File: src/rtl/tr_rr_arb.sv
// Round-robin arbiter that grants one of N requesters access to a shared
// single-beat channel for a burst of len+1 beats. A burst ends when its last
// beat is acknowledged, when the owner withdraws its request, or when a beat
// waits TIMEOUT cycles without acknowledge (reported by a one-cycle err_o).
module tr_rr_arb #(
    parameter int unsigned N       = 4,
    parameter int unsigned AW      = 32,
    parameter int unsigned DW      = 32,
    parameter int unsigned LW      = 4,
    parameter int unsigned TIMEOUT = 16
) (
    input  logic            clk,
    input  logic            resetn,
    input  logic [N-1:0]    req_i,
    input  logic [N-1:0]    we_i,
    input  logic [N*AW-1:0] addr_i,
    input  logic [N*DW-1:0] wdata_i,
    input  logic [N*LW-1:0] len_i,
    output logic [N-1:0]    gnt_o,
    output logic [N-1:0]    ack_o,
    output logic            err_o,
    output logic            busy_o,
    output logic            m_req,
    output logic            m_we,
    output logic [AW-1:0]   m_addr,
    output logic [DW-1:0]   m_wdata,
    input  logic            m_ack,
    input  logic [DW-1:0]   m_rdata,
    output logic [DW-1:0]   rdata_o
);

    localparam int unsigned GW = (N > 1) ? $clog2(N) : 1;
    localparam int unsigned WW = (TIMEOUT > 1) ? $clog2(TIMEOUT) : 1;
    localparam logic [WW-1:0] WAIT_MAX = WW'(TIMEOUT - 1);
    localparam logic [GW-1:0] LAST_IDX = GW'(N - 1);

    typedef enum logic [0:0] {
        StIdle,
        StBusy
    } state_e;

    state_e          r_state;
    logic [GW-1:0]   r_g;
    logic [GW-1:0]   r_ptr;
    logic [N-1:0]    r_gnt;
    logic [LW-1:0]   r_beats;
    logic [WW-1:0]   r_wait;
    logic            r_err;

    logic [AW-1:0]   w_addr_arr  [N];
    logic [DW-1:0]   w_wdata_arr [N];
    logic [LW-1:0]   w_len_arr   [N];
    logic            w_any;
    logic [GW-1:0]   w_win;
    logic [N-1:0]    w_win_onehot;
    logic [GW-1:0]   w_next_ptr;
    logic            w_busy;
    logic            w_owner_req;
    logic            w_last_beat;
    logic            w_timeout;
    logic            w_exit;

    // Split the flattened per-requester buses into indexable arrays.
    for (genvar k = 0; k < N; k++) begin : g_unpack
        assign w_addr_arr[k]  = addr_i[k*AW +: AW];
        assign w_wdata_arr[k] = wdata_i[k*DW +: DW];
        assign w_len_arr[k]   = len_i[k*LW +: LW];
    end

    // Winner search: first set request at or above ptr, wrapping modulo N.
    always_comb begin
        logic [GW-1:0] idx;
        w_any = 1'b0;
        w_win = '0;
        idx   = '0;
        for (int unsigned i = 0; i < N; i++) begin
            idx = GW'((32'(r_ptr) + i) % N);
            if (!w_any && req_i[idx]) begin
                w_any = 1'b1;
                w_win = idx;
            end
        end
    end

    // One-hot form of the winner, loaded into the grant register.
    always_comb begin
        w_win_onehot        = '0;
        w_win_onehot[w_win] = 1'b1;
    end

    // Burst termination conditions evaluated in BUSY.
    always_comb begin
        w_busy      = (r_state == StBusy);
        w_owner_req = req_i[r_g];
        w_last_beat = (r_beats == '0);
        w_next_ptr  = (r_g == LAST_IDX) ? '0 : r_g + 1'b1;
        // An acknowledged beat always completes; a withdrawn request beats a timeout.
        w_timeout   = w_busy && !m_ack && w_owner_req && (r_wait == WAIT_MAX);
        w_exit      = w_busy && (m_ack ? (w_last_beat || !w_owner_req)
                                       : (!w_owner_req || (r_wait == WAIT_MAX)));
    end

    // Arbitration FSM with its grant, pointer, beat and wait counters.
    always_ff @(posedge clk or negedge resetn) begin
        if (!resetn) begin
            r_state <= StIdle;
            r_g     <= '0;
            r_ptr   <= '0;
            r_gnt   <= '0;
            r_beats <= '0;
            r_wait  <= '0;
            r_err   <= 1'b0;
        end else begin
            r_err <= w_timeout;
            unique case (r_state)
                StIdle: begin
                    if (w_any) begin
                        r_state <= StBusy;
                        r_g     <= w_win;
                        r_gnt   <= w_win_onehot;
                        r_beats <= w_len_arr[w_win];
                        r_wait  <= '0;
                    end
                end
                StBusy: begin
                    if (w_exit) begin
                        r_state <= StIdle;
                        r_gnt   <= '0;
                        r_ptr   <= w_next_ptr;
                        r_beats <= '0;
                        r_wait  <= '0;
                    end else if (m_ack) begin
                        r_beats <= r_beats - 1'b1;
                        r_wait  <= '0;
                    end else begin
                        r_wait  <= r_wait + 1'b1;
                    end
                end
                default: begin
                    r_state <= StIdle;
                    r_gnt   <= '0;
                end
            endcase
        end
    end

    // Shared channel follows the owner only while BUSY; everything else idles at 0.
    always_comb begin
        m_req   = w_busy;
        m_we    = 1'b0;
        m_addr  = '0;
        m_wdata = '0;
        ack_o   = '0;
        if (w_busy) begin
            m_we       = we_i[r_g];
            m_addr     = w_addr_arr[r_g];
            m_wdata    = w_wdata_arr[r_g];
            ack_o[r_g] = m_ack;
        end
    end

    assign gnt_o   = r_gnt;
    assign err_o   = r_err;
    assign busy_o  = w_busy;
    assign rdata_o = m_rdata;

    // Structural invariants of the grant and state outputs.
    a_gnt_onehot0 : assert property (@(posedge clk) disable iff (!resetn) $onehot0(gnt_o));
    a_gnt_busy    : assert property (@(posedge clk) disable iff (!resetn)
                                     (gnt_o != '0) == busy_o);

endmodule

File: config.mk
export PLATFORM = sky130hd
export DESIGN_NAME = tr_rr_arb
export DESIGN_NICKNAME = d
export VERILOG_FILES = /design/src/rtl/tr_rr_arb.sv
export SDC_FILE = /design/constraint.sdc
export NUM_CORES = 1
export LEC_CHECK = 0
export ABC_AREA = 1
export ABC_CLOCK_PERIOD_IN_PS = 2200
export CAP_MARGIN = 10
export CORE_AREA = 2 2 164 166
export CTS_BUF_LIST = sky130_fd_sc_hd__clkbuf_4 sky130_fd_sc_hd__clkbuf_8
export DETAILED_ROUTE_END_ITERATION = 10
export DIE_AREA = 0 0 166 168
export PLACE_DENSITY_LB_ADDON = 0.3
export SLEW_MARGIN = 30
export SYNTH_ARGS = -nofsm -noshare
export SYNTH_HDL_FRONTEND = slang
export SYNTH_SLANG_ARGS = --single-unit
export TNS_END_PERCENT = 100
File: constraint.sdc
create_clock -name clk -period 2.2 [get_ports clk]
set_clock_uncertainty 0.05 [all_clocks]
set_input_delay 0.22 -clock clk [delete_from_list [all_inputs] [get_ports clk]]
set_output_delay 0.22 -clock clk [all_outputs]
set_load 0.02 [all_outputs]
==> run metrics <==
status complete, no violations; cell accounting for the most synthesized area nor2_1; initial core utilization 0.147; total CTS buffers 3; post-synthesis xor/xnor area fraction 0.00451; cell area after synthesis 3880 um2; fin crit period 2150 ps; Max Slew Vio Count 0; Setup crit end kind primary output; first-pass GRT wire length 33100 um; pre-CTS setup slack -56.8 ps; final setup fails 0; Post-Layout Cell Count 1408; CTS Buffer Depth 2; Area growth, synth to finish 98.5%; std cell rows 60; most common cell after layout, fill and taps aside clkdlybuf4s50_1; Post-Route WL 21900 um; Synth Area in Compound Gates 0.289; Fin. Hold Viols 0; Main synth FF type dfrtp_1; CTS root buffer clkbuf_8; TritonCTS clock tree built; Worst Hold Class in2async; fillers 2932; htree depth 1; Post-CTS Setup Inserts 0; DIE WIDTH 166 um; drt first-iter violations 301; Synth area leaders nor2_1 (27%), o21ai_0 (18%), dfrtp_1 (12%); LEAKAGE 0.00328 uW; wire per inst 15.6 um; WS Path Type reg2out; GRT Residual Overflow 0; Cells after DPL 1403; Die Height 168 um; Nets 1388; GP Congestion 0.828; Tightest Pin Transition 400 ps; Port Buffer Count 358; detailed placer's ending HPWL 17500 um; warnings from Yosys 0; # IOs 423; top achievable clock speed 465 MHz; TritonRoute pass-1 iters 5; clk sinks 18; CTS clock-pin slew for the worst setup and hold paths 70 ps; Worst-Skew Late Latency 260 ps; Yosys reg bits 18; largest family of logic cells by synthesized area simple AND/OR/NAND/NOR gates; via count of the first global-routing pass 5883; DR vias/cell 4.19; DRT antenna net count 0; Distinct cells, synth 32; VDD IR-drop max 455 uV; crit-path max FO 32; initial antenna violation count 2; Die ar. 27900 um2; Via Count 5904; PnR worst setup slack 48.5 ps; Simple-Gate Fraction of Synth Area 0.424; layout cell share with drive strength beyond 1 0.110; CP startpoint kind register; EDFF count, synth 0; Core Region 26400 um2; Power Density 1180 nW/um2; Mapped Nets 1073; Seq/Total Area, Yosys 0.116; RSZ-0062 raised after global routing yes; post-synthesis mux area share 0; crit share post-route 0.978; largest net degree at the start of global routing 46; adder-cell share of the synthesized area 0.0193; area share of the largest cell type after synthesis 0.268; MaxCap Viol Count 0; Cells after Synth 752; Final Power 9100 uW; CP required 1930 ps; commonest non-fill, non-tap cells in the layout clkdlybuf4s50_1 (289), nor2_1 (276), o21ai_0 (138), nand2_1 (70), a21oi_1 (69); ys async rst share 1.00; DRC errors left 0; R2R Setup Slk 160 ps; CP arrival 1880 ps; Synth Area per Inst 5.16 um2; normalized max-slew margin 0.730; GRT Total Usage 0.148
## registers in the layout (all words and copies together) (netlist names)
| name | flops |
|---|---|
| r_wait | 4 |
| r_g | 2 |
| r_beats | 4 |
| gnt_o | 4 |
| busy_o | 1 |
| err_o | 1 |
| r_ptr | 2 |
## per-layer routing
layer / GRT usage / up-vias / wire, um
li1: - / 3050 / -
met1: 0.186 / 2599 / 9390
met2: 0.258 / 215 / 10600
met3: 0.0343 / 38 / 1530
met4: 0.0276 / 2 / 400
met5: 0 / - / 10
## synthesized netlist by cell type (4+ instances only)
cell type    n
a21oi_1     69
buf_1        5
buf_4       34
clkbuf_1    44
dfrtp_1     18
ha_1         6
inv_1       22
nand2_1     70
nand2_2     13
nand3_1     14
nand4_1      8
nor2_1     277
o21ai_0    140
o31ai_1      4
## final cells by class
cell class / instances / area (um2) / share of cell area
timing repair buffer: 397 / 3800 / 0.494
multi-input combinational: 622 / 2870 / 0.372
sequential: 18 / 457 / 0.0593
tap: 341 / 427 / 0.0554
inverter: 25 / 101 / 0.0131
clock buffer: 4 / 48.8 / 0.00633
antenna: 1 / 2.50 / 0.000325
## critical path, stage by stage (launching register included)
cell	delay, ps
dfrtp_4	550
inv_4	140
buf_12	190
buf_12	150
o21ai_0	90
a21oi_1	120
dlygate4sd2_1	360
## power breakdown
part	internal (uW)	total (uW)	switching, uW	leakage, uW
clock network	141	256	115	0.0000262
registers	463	627	164	0.000230
logic	3220	8220	5000	0.00302
## path summary, 6_finish.rpt
check,startpoint,cells after the start,to
max,r_g[0],6,m_addr[7]
min,resetn,1,err_o
max reg2reg,r_g[0],11,r_beats[3]
min reg2reg,gnt_o[1],2,gnt_o[1]
max in group asynchronous,resetn,2,r_g[0]
min in group clk,m_rdata[14],0,rdata_o[14]
## metrics by stage
stage | cell area [um2] | hold WS [ps] | utilization | setup TNS, ps
4_1_cts | 7830 | 214 | 0.297 | 0
3_5_place_dp | 7860 | 390 | 0.298 | -88.9
3_3_place_gp | 7860 | 390 | 0.298 | -80.7
2_1_floorplan | 3880 | -126 | - | 0
5_1_grt | 7700 | 236 | 0.292 | -148
6_report | 7710 | 203 | 0.292 | 0
## timing repair
| item | CTS | global route |
|---|---|---|
| setup endpoints to repair | 68 | 59 |
| hold buffers | 0 | 0 |
| gates resized for setup | 73 | 82 |
## logic make-up (layout without fill, tap and decap cells)
kind of cell,after synthesis,after routing
simple gates,395,395
compound gates,219,219
fa+ha+maj,6,6
xor+xnor,2,2
buf+inv,112,426
other cells,0,1
flops,18,18
(Power assumes the default switching activity.)
